[src/rtl/alu_writeback_collector.sv]
// Pairs issue tags with ALU results after a fixed latency, buffers them and hands them to writeback.
// Optional counters stat_retired/stat_stall are built when ALU_WB_STATS_EN is defined.
module alu_writeback_collector #(
  parameter int ALU_LATENCY = 3,
  parameter int FIFO_DEPTH  = 4,
  parameter int RD_W        = 11
)(
  input  logic            clock,
  input  logic            reset,
  input  logic            issue_valid,
  output logic            issue_ready,
  input  logic [3:0]      issue_funct,
  input  logic [RD_W-1:0] issue_rd,
  input  logic [15:0]     alu_out,
  input  logic [31:0]     alu_mul_out,
  input  logic            alu_carry_out,
  output logic            wb_valid,
  input  logic            wb_ready,
  output logic [RD_W-1:0] wb_rd,
  output logic [15:0]     wb_data,
  output logic            wb_carry_vld,
  output logic            wb_carry
`ifdef ALU_WB_STATS_EN
  ,
  output logic [31:0]     stat_retired,
  output logic [31:0]     stat_stall
`endif
);
  localparam int PW = $clog2(FIFO_DEPTH);
  localparam int CW = PW + 1;
  localparam logic [3:0] F_MULH = 4'd3, F_MULS = 4'd4, F_SEQ = 4'd11,
                         F_SLTU = 4'd12, F_SLTS = 4'd13, F_ADDC = 4'd15;

  typedef struct packed {
    logic [RD_W-1:0] rd;
    logic [15:0]     data;
    logic            cv;
    logic            c;
  } wb_ent_t;

  logic [ALU_LATENCY-1:0]           r_tag_vld;
  logic [ALU_LATENCY-1:0][3:0]      r_tag_funct;
  logic [ALU_LATENCY-1:0][RD_W-1:0] r_tag_rd;
  wb_ent_t                          r_mem [FIFO_DEPTH];
  logic [PW:0]                      r_wr_ptr, r_rd_ptr;
  logic [CW-1:0]                    r_credits;

  logic       w_fire, w_pop, w_push, w_full, w_empty, w_wb_valid;
  logic [3:0] w_last_funct;
  wb_ent_t    w_ent, w_head;
  logic       w_unused_ok;

  // Credits cover tags in flight plus buffered entries, so a push always finds room.
  assign issue_ready = reset && (r_credits < CW'(FIFO_DEPTH));
  assign w_fire      = issue_valid && issue_ready;
  assign w_push      = r_tag_vld[ALU_LATENCY-1];
  assign w_last_funct = r_tag_funct[ALU_LATENCY-1];

  always_ff @(posedge clock) begin
    if (!reset) begin
      r_tag_vld <= '0;
    end else begin
      r_tag_vld[0] <= w_fire;
      for (int i = 1; i < ALU_LATENCY; i++) r_tag_vld[i] <= r_tag_vld[i-1];
    end
  end

  always_ff @(posedge clock) begin
    r_tag_funct[0] <= issue_funct;
    r_tag_rd[0]    <= issue_rd;
    for (int i = 1; i < ALU_LATENCY; i++) begin
      r_tag_funct[i] <= r_tag_funct[i-1];
      r_tag_rd[i]    <= r_tag_rd[i-1];
    end
  end

  always_comb begin
    w_ent    = '0;
    w_ent.rd = r_tag_rd[ALU_LATENCY-1];
    case (w_last_funct)
      F_MULH, F_MULS:         w_ent.data = alu_mul_out[31:16];
      F_SEQ, F_SLTU, F_SLTS:  w_ent.data = {15'b0, alu_out[0]};
      default:                w_ent.data = alu_out;
    endcase
    if (w_last_funct == F_ADDC) begin
      w_ent.cv = 1'b1;
      w_ent.c  = alu_carry_out;
    end
  end

  assign w_unused_ok = ^alu_mul_out[15:0];

  assign w_empty    = (r_wr_ptr == r_rd_ptr);
  assign w_full     = (r_wr_ptr[PW] != r_rd_ptr[PW]) &&
                      (r_wr_ptr[PW-1:0] == r_rd_ptr[PW-1:0]);
  assign w_wb_valid = reset && !w_empty;
  assign w_pop      = w_wb_valid && wb_ready;

  always_ff @(posedge clock) begin
    if (w_push) r_mem[r_wr_ptr[PW-1:0]] <= w_ent;
  end

  always_ff @(posedge clock) begin
    if (!reset) begin
      r_wr_ptr  <= '0;
      r_rd_ptr  <= '0;
      r_credits <= '0;
    end else begin
      r_wr_ptr  <= r_wr_ptr + {{PW{1'b0}}, w_push};
      r_rd_ptr  <= r_rd_ptr + {{PW{1'b0}}, w_pop};
      r_credits <= r_credits + CW'(w_fire) - CW'(w_pop);
    end
  end

  always_ff @(posedge clock) begin
    if (reset && w_push) assert (!w_full);
  end

  // Head is read straight from storage; fields are zeroed whenever nothing is offered.
  assign w_head       = r_mem[r_rd_ptr[PW-1:0]];
  assign wb_valid     = w_wb_valid;
  assign wb_rd        = w_wb_valid ? w_head.rd   : '0;
  assign wb_data      = w_wb_valid ? w_head.data : '0;
  assign wb_carry_vld = w_wb_valid && w_head.cv;
  assign wb_carry     = w_wb_valid && w_head.c;

`ifdef ALU_WB_STATS_EN
  always_ff @(posedge clock) begin
    if (!reset) begin
      stat_retired <= '0;
      stat_stall   <= '0;
    end else begin
      stat_retired <= stat_retired + {31'b0, w_pop};
      stat_stall   <= stat_stall + {31'b0, issue_valid && !issue_ready};
    end
  end
`endif
endmodule

[config.mk]
export PLATFORM = sky130hd
export DESIGN_NAME = alu_writeback_collector
export DESIGN_NICKNAME = d
export VERILOG_FILES = /design/src/rtl/alu_writeback_collector.sv
export SDC_FILE = /design/constraint.sdc
export NUM_CORES = 1
export LEC_CHECK = 0
export ABC_AREA = 1
export CORE_AREA = 3 3 109 111
export DETAILED_ROUTE_END_ITERATION = 7
export DIE_AREA = 0 0 112 114
export MAX_ROUTING_LAYER = met4
export PLACE_DENSITY = 0.83
export SLEW_MARGIN = 10
export SYNTH_ARGS = -nofsm -noshare
export SYNTH_HDL_FRONTEND = slang
export SYNTH_SLANG_ARGS = --single-unit
[constraint.sdc]
create_clock -name clock -period 6.4 [get_ports clock]
set_input_delay 0.96 -clock clock [delete_from_list [all_inputs] [get_ports clock]]
set_output_delay 0.96 -clock clock [all_outputs]
set_load 0.05 [all_outputs]
Word-level counts from Yosys, hierarchy flattened
Memories as Yosys holds them, arrays and structs flattened. A register that Yosys moved wholly into a read port is not among the register bits.
Index checks and enable logic that the tools add are counted.
{"block": "totals", "reg_bits": 57, "latch_bits": 0, "ram_bits": 116, "mem_bits_ro": 0, "input_bits": 68, "out_inout_bits": 31, "word_cells": 39, "mem_count": 1}
{"name": "r_mem", "words": 4, "width": 29, "rd": 1, "rd_clocked_by_memory_dff": 1, "wr": 1, "line": "44", "text": "wb_ent_t r_mem [FIFO_DEPTH];"}
{"block": "op_classes", "addsub": 4, "multipliers": 0, "n_div": 0, "n_lt_le_gt_ge": 1, "n_eq_ne": 7, "n_shift": 0, "mux": 7, "n_bitwise": 0, "reduce_logical": 9}
{"operator": "$pmux 16 s2", "n": 1}
{"operator": "$eq 4x4->1 const B", "n": 4}
{"operator": "$mux 16", "n": 1}
{"operator": "$mux 11", "n": 1}
{"operator": "$add 3x1->3", "n": 3}
{"operator": "$logic_and 1x1->1", "n": 6}
{"operator": "$eq 4x2->1 const B", "n": 1}
{"operator": "$eq 4x3->1 const B", "n": 1}
{"operator": "$mux 2", "n": 2}
{"operator": "$eq 3x3->1", "n": 1}
{"operator": "$lt 3x3->1 const B", "n": 1}
{"operator": "$reduce_or 3->1", "n": 1}
{"operator": "$sub 3x1->3", "n": 1}
{"operator": "$mux 1", "n": 2}
{"operator": "$reduce_or 2->1", "n": 1}
{"operator": "$logic_not 1->1", "n": 1}

Logic depth before layout (Yosys ltp)
Gate-level depths: netlist of the first run.
{"block": "logic_depth", "word_depth": 6, "mapped_depth": 14, "ltp_nobuf": 13}

Worst setup path after synthesis of the first run
OpenSTA, ideal clock, no wires.
{"block": "synth_path", "kind": "reg-to-reg", "startpoint": "register r_wr_ptr[0]", "endpoint": "memory r_mem[3][0] (netlist name) (enable)", "setup_time_ps": 452, "arrival_ps": 2489, "t_required_ps": 5948, "setup_slack_ps": 3459, "stages_incl_launch_ff": 3, "path_buffers": 0, "synth_period_minus_slack_ps": 2941, "path_cell_list": "dfxtp_1 > inv_1 > nor3_1"}
{"element": "from (decl)", "line": "45", "text": "logic [PW:0] r_wr_ptr, r_rd_ptr;"}
{"element": "from (signal assigned)", "line": "109", "text": "r_wr_ptr <= r_wr_ptr + {{PW{1'b0}}, w_push};"}
{"element": "to (decl)", "line": "44"}
Straight into the memory's write port.

Worst setup path in the final report of the first run
{"block": "layout_path", "startpoint": "register r_rd_ptr[0]", "endpoint": "output port wb_rd[5]"}
{"block": "layout_between", "elab_chain_len": 4}
{"element": "from (decl)", "line": "45"}
{"element": "from (signal assigned)", "line": "110", "text": "r_rd_ptr <= r_rd_ptr + {{PW{1'b0}}, w_pop};"}
{"element": "$eq 3x3->1", "line": "93", "text": "assign w_empty = (r_wr_ptr == r_rd_ptr);"}
{"element": "$logic_not 1->1", "line": "96", "text": "assign w_wb_valid = reset && !w_empty;"}
{"element": "$logic_and 1x1->1", "line": "96"}
{"element": "$mux 11", "line": "122", "text": "assign wb_rd = w_wb_valid ? w_head.rd : '0;"}
{"element": "to (decl)", "line": "19", "text": "output logic [RD_W-1:0] wb_rd,"}
No other way between the ends.

==> impl_metrics.json, run 1 <==
{
  "whs_endpoint": "r_tag_rd[28]$_DFF_P_",
  "synth_common_cells": "nor2_1 (124), edfxtp_1 (116), o21ai_0 (64)",
  "setup_viol": 0,
  "syn_area_um2": 6230,
  "cp_data_required_time_ns": 5.44,
  "wl_met1_um": 4960,
  "final_net_count": 672,
  "die_area_um2": 12800,
  "critPathLaunchType": "register",
  "hp-start": "r_tag_rd[17]$_DFF_P_",
  "die_h_um": 114,
  "cp-end-kind": "output port",
  "io_pins": 99,
  "whs_ns": 0.326,
  "die_x_um": 112,
  "n_fill_cell": 721,
  "drc": 0,
  "power.density_nw_per_um2": 296,
  "worst_ep_arrival_time_ns": 3.73,
  "max-cap-violations": 0,
  "netlist_instances": 516,
  "setup.worst_path.start": "r_rd_ptr[0]$_SDFF_PN0_",
  "num_vias": 3924,
  "path_class": "reg2out",
  "synth_edf_count": 116,
  "grt-ovfl-total": 0,
  "stdcell_count": 752,
  "relSlewSlack": 0.242,
  "core_area_um2": 10900,
  "rsz0062_at_grt": "no",
  "cts-resized-gates": 0,
  "area_delta_synth_final_pct": 24.0,
  "htree_levels": 4,
  "antennaDiodeCount": 0,
  "post-route-cell-area_um2": 7730,
  "grt_pass1_wl_um": 19500,
  "hp-class": "reg2reg",
  "post_cts_buffers": 0,
  "clkSlewWorstSetupHoldPaths_ns": 0.07,
  "post-synth-top-count-cell": "nor2_1",
  "syn_avg_cell_area_um2": 12.1,
  "timing.rr.start": "r_rd_ptr[0]$_SDFF_PN0_",
  "slew_viol_final": 0,
  "min_period_over_period": 0.733,
  "track_usage": 0.207,
  "yosysTopAreaCellShare": 0.559,
  "drt-vias-per-instance": 5.22,
  "wire_per_inst_um": 16.3,
  "synth.net_count": 589,
  "layout-drive-gt1-share": 0.0931,
  "fin_skew_ns": 0.00974,
  "highest_layer": "met4",
  "ys_async_sr_fraction": 0,
  "min_path_cells": 0,
  "clockBufferDepth": 2,
  "floorplan.rows": 38,
  "cts-buffers-inserted": 17,
  "fmax_mhz": 213,
  "synth_cell_types": 27,
  "grt_pass1_vias": 4017,
  "crit_fanout": 61,
  "ir_worst_vdd_mv": 0.200,
  "route.met2.wl_um": 6330,
  "hold_viol_final": 0,
  "regArea_um2": 4630,
  "ant_nets": 0,
  "wl_um": 12300,
  "synth_seq_cells": 173,
  "drt_iter0_drc": 331,
  "finalSetupTns_ns": 0,
  "ys_warn_count": 0,
  "r2r_end": "r_credits[2]$_SDFF_PN0_",
  "clock_latency_ns": 0.53,
  "status": "complete, no violations",
  "synth_area_leaders": "edfxtp_1 (56%), dfxtp_1 (18%), nor2_1 (7.5%), o21ai_0 (5.1%), a21oi_1 (2.4%)",
  "seq_area_frac_synth": 0.742,
  "cts_sinks": 173,
  "p_leak_nw": 2.87,
  "placedCellCount": 720,
  "worst_pin_slew_ns": 1.14,
  "multi_input_area_um2": 1380,
  "ff2ff_path_depth": 14,
  "cts_tree": "built",
  "fin_crit_ns": 4.69,
  "synth_flop_cell": "edfxtp_1",
  "dp_hpwl_um": 6900,
  "firstDrtPassIters": 5,
  "grt_max_degree": 62,
  "ctsRootBufferMaster": "clkbuf_8",
  "postCtsHoldBufs": 0,
  "antenna_found_initial": 0,
  "portBuffers": 82,
  "routabilityCongestion": 0.761,
  "initial_core_util": 0.573,
  "ff2ff_setup_slack_ns": 3.20,
  "yosysTopAreaCell": "edfxtp_1",
  "dpl-instance-area_um2": 7180,
  "wl_met3_um": 814
}
metrics by stage:
stage                      util  setup WS, ns  power (mW)
after floorplan               -          3.46        1.32
after global placement    0.659          2.30        1.37
after detailed placement  0.659          2.31        1.38
after CTS                 0.710          1.71        2.31
after global routing      0.710          1.42        2.37
final                     0.710          1.71        2.29
cells in the final DEF (no fill, tap or decap):
cell,count
nor2_1,124
edfxtp_1,116
clkdlybuf4s50_1,82
o21ai_0,64
dfxtp_1,56
nand2_1,34
inv_1,32
a21oi_1,30
clkbuf_16,17
o21ai_2,9
buf_4,7
inv_6,6
xnor2_1,4
nor3_2,4
ha_1,4
nor3b_1,2
o21ai_1,2
clkbuf_8,2
clkinv_2,2
clkinvlp_4,2
inv_4,2
nand3b_1,1
or2_4,1
o211ai_2,1
a21oi_4,1
inv_2,1
nand3_1,1
nand4_1,1
xor2_1,1
fa_1,1
clkinv_4,1
dfxtp_2,1
cells by family (layout without fill, tap and decap cells):
| group | count (synthesis) | in the layout | synth area share |
|---|---|---|---|
| buffers and inverters | 58 | 154 | 0.0403 |
| adder cells (fa/ha/maj) | 5 | 5 | 0.0112 |
| AND/OR/NAND/NOR | 168 | 168 | 0.105 |
| AO/OA/AOI/OAI | 107 | 107 | 0.0943 |
| flip-flops | 173 | 173 | 0.742 |
| XOR/XNOR | 5 | 5 | 0.00702 |
cell type report:
| class | instances | area share |
|---|---|---|
| multi-input combinational | 285 | 0.178 |
| inverter | 33 | 0.0160 |
| clock inverter | 13 | 0.0128 |
| sequential | 173 | 0.599 |
| timing repair buffer | 89 | 0.113 |
| clock buffer | 19 | 0.0586 |
| tap | 140 | 0.0227 |
sequential cells by signal, summed over array words and instances, names as in the netlist:
signal / cells
r_credits: 3
r_mem: 116
r_rd_ptr: 3
r_tag_funct: 8
r_tag_rd: 33
r_tag_vld: 3
r_wr_ptr: 3
w_last_funct: 4
power by group:
part	switching, mW	total (mW)	leakage, nW	internal (mW)
Combinational	0.0704	0.123	1.07	0.0523
Sequential	0.0110	1.23	1.53	1.22
Clock	0.418	0.935	0.272	0.517
worst max-delay path: stages, from the launching register on:
cell	delay, ns
dfxtp_2	0.31
buf_4	0.30
inv_2	0.74
nand2_1	0.10
nand2_1	0.10
nor2_1	0.05
nand2_1	0.09
nand2_1	0.06
buf_4	0.27
a21oi_1	0.26
clkdlybuf4s50_1	0.86
per-layer routing:
metal / track usage / up-vias
met5: - / -
met4: 0.0721 / 0
met3: 0.0562 / 19
met2: 0.352 / 141
met1: 0.239 / 1844
li1: - / 1920
worst max path at each step:
stage | to | slack, ns | cells past startpoint
global route | wb_rd[5] | 1.42 | 10
floorplan | r_mem[3][0]$_DFFE_PP_ | 3.46 | 2
CTS | wb_data[15] | 1.71 | 10
global placement | wb_rd[5] | 2.30 | 5
detailed placement | wb_rd[5] | 2.31 | 10
finish | wb_rd[5] | 1.71 | 10
No activity file was read; power rests on OpenSTA's default activity.
==> run 2, diff against run 1 <==
Settings changed: CORE_AREA 3 3 109 111 to 3 3 113 115, DIE_AREA 0 0 112 114 to 0 0 116 118, PLACE_DENSITY 0.83 to 0.78.
Clock period 6.4 ns to 4.5 ns, I/O delays scaled along.
==> run 2 against run 1 <==
Sequential cell count unchanged. Via count up 2.2%. Register-to-register slack lost 1.3 ns. Die area up 7.2%. First-iteration DRC count fell by 9.7%. Final area hardly changed. Clock power is 50% higher. Hold slack got worse by 0.0010 ns.
==> impl_metrics.json, run 2 (synthesized netlist as in run 1, its figures left out) <==
{
  "post-route-cell-area_um2": 7730,
  "final_net_count": 678,
  "whs_ns": 0.325,
  "p_comb_frac": 0.052,
  "die_x_um": 116,
  "timing.rr.start": "r_rd_ptr[1]$_SDFF_PN0_",
  "setup_viol": 0,
  "track_usage": 0.195,
  "die_h_um": 118,
  "drt_iter0_drc": 299,
  "ir_worst_vdd_mv": 0.280,
  "grt_pass1_vias": 4052,
  "worstSetupEndpoint": "wb_rd[0]",
  "cts-buffers-inserted": 17,
  "preCtsSetupSlack_ns": 1.28,
  "initial_core_util": 0.523,
  "p_leak_nw": 2.97,
  "ff2ff_path_depth": 13,
  "n_fill_cell": 846,
  "finalSetupTns_ns": 0,
  "placedCellCount": 733,
  "fin_crit_ns": 3.48,
  "p_int_mw": 2.60,
  "antennaDiodeCount": 0,
  "cts-resized-gates": 0,
  "wire_per_inst_um": 16.0,
  "grt_max_degree": 60,
  "swShare": 0.218,
  "worst_ep_arrival_time_ns": 2.81,
  "area_delta_synth_final_pct": 24.0,
  "grt-ovfl-total": 0,
  "floorplan.rows": 40,
  "postCtsHoldBufs": 0,
  "core_area_um2": 11900,
  "pwr-share-clk": 0.420,
  "layout.cells.most_common": "nor2_1",
  "hold_viol_final": 0,
  "critPathLaunchType": "register",
  "power.density_nw_per_um2": 430,
  "wl_um": 12200,
  "clkSlewWorstSetupHoldPaths_ns": 0.07,
  "hp-class": "reg2reg",
  "dp_hpwl_um": 7280,
  "final_cell_mix": "nor2_1 (124), edfxtp_1 (116), o21ai_0 (64), dfxtp_1 (56), clkdlybuf4s50_1 (52)",
  "cts_sinks": 173,
  "cp-end-kind": "output port",
  "rsz0062_at_grt": "no",
  "clockBufferDepth": 2,
  "grt_pass1_wl_um": 19600,
  "finalPower_mw": 3.32,
  "htree_levels": 4,
  "seq_power_share": 0.528,
  "largest_register_ffs": 116,
  "crit_fanout": 17,
  "setup.worst_path.start": "r_rd_ptr[1]$_SDFF_PN0_",
  "clock_latency_ns": 0.42,
  "antenna_found_initial": 0,
  "r2r_end": "r_credits[2]$_SDFF_PN0_",
  "drt-vias-per-instance": 5.24,
  "min_period_over_period": 0.773,
  "layout-drive-gt1-share": 0.149,
  "fin_ws_ns": 1.02,
  "ant_nets": 0,
  "routabilityCongestion": 0.744,
  "io_pins": 99,
  "fin_skew_ns": 0.00630,
  "die_area_um2": 13700,
  "portBuffers": 82,
  "slew_viol_final": 0,
  "relSlewSlack": 0.326,
  "cp_data_required_time_ns": 3.83,
  "ctsRootBufferMaster": "clkbuf_16",
  "stdcell_count": 765,
  "ff2ff_setup_slack_ns": 1.93,
  "max-cap-violations": 0,
  "dpl-instance-area_um2": 7150,
  "status": "complete, no violations",
  "post_cts_buffers": 0,
  "power.switching_uw": 724,
  "fin_util": 0.649,
  "num_vias": 4011,
  "firstDrtPassIters": 4,
  "drc": 0,
  "worst_pin_slew_ns": 1.01,
  "fmax_mhz": 287,
  "path_class": "reg2out",
  "cts_tree": "built"
}
==> run 2: worst max-delay path, stage by stage (launching register included) <==
cell and delay (ns):
dfxtp_1 0.77, inv_1 0.13, nand2_1 0.09, nand2_1 0.05
nor2_1 0.10, nand2_1 0.10, nand2_1 0.46, buf_4 0.36
a21oi_1 0.11, buf_4 0.21
==> run 2: metal layers <==
metal  vias up  track usage  routed length (um)
met5         -            -                   0
met2       149        0.323                6170
met3        25       0.0504                 785
met4         0       0.0863                 320
met1      1905        0.223                4950
li1       1932            -                   -
==> run 2: power by group through the flow <==
stage	registers, mW	clock network (mW)	logic [mW]
2_1_floorplan	1.78	0	0.0960
3_3_place_gp	1.78	0	0.167
3_5_place_dp	1.79	0	0.172
4_1_cts	1.75	1.41	0.174
5_1_grt	1.76	1.49	0.188
6_report	1.75	1.40	0.173
==> run 2: cell type report <==
| type | instances | area [um^2] | share of cell area |
|---|---|---|---|
| inverters | 33 | 124 | 0.0160 |
| multi-input cells | 285 | 1380 | 0.178 |
| flip-flops and latches | 173 | 4630 | 0.598 |
| clock buffers | 20 | 479 | 0.0620 |
| well taps | 147 | 184 | 0.0238 |
| repair buffers | 95 | 843 | 0.109 |
| clock inverters | 12 | 96.3 | 0.0125 |
==> run 2: how the worst min path moves through the flow <==
stage                                 startpoint                       to  depth (start not counted)
final                       r_tag_rd[12]$_DFF_P_     r_tag_rd[23]$_DFF_P_                          0
after detailed placement  r_tag_funct[0]$_DFF_P_   r_tag_funct[4]$_DFF_P_                          0
after CTS                 r_tag_funct[0]$_DFF_P_   r_tag_funct[4]$_DFF_P_                          0
after global placement       r_tag_rd[5]$_DFF_P_     r_tag_rd[16]$_DFF_P_                          0
after global routing      r_tag_funct[6]$_DFF_P_  w_last_funct[2]$_DFF_P_                          0
after floorplan           r_tag_funct[0]$_DFF_P_   r_tag_funct[4]$_DFF_P_                          0
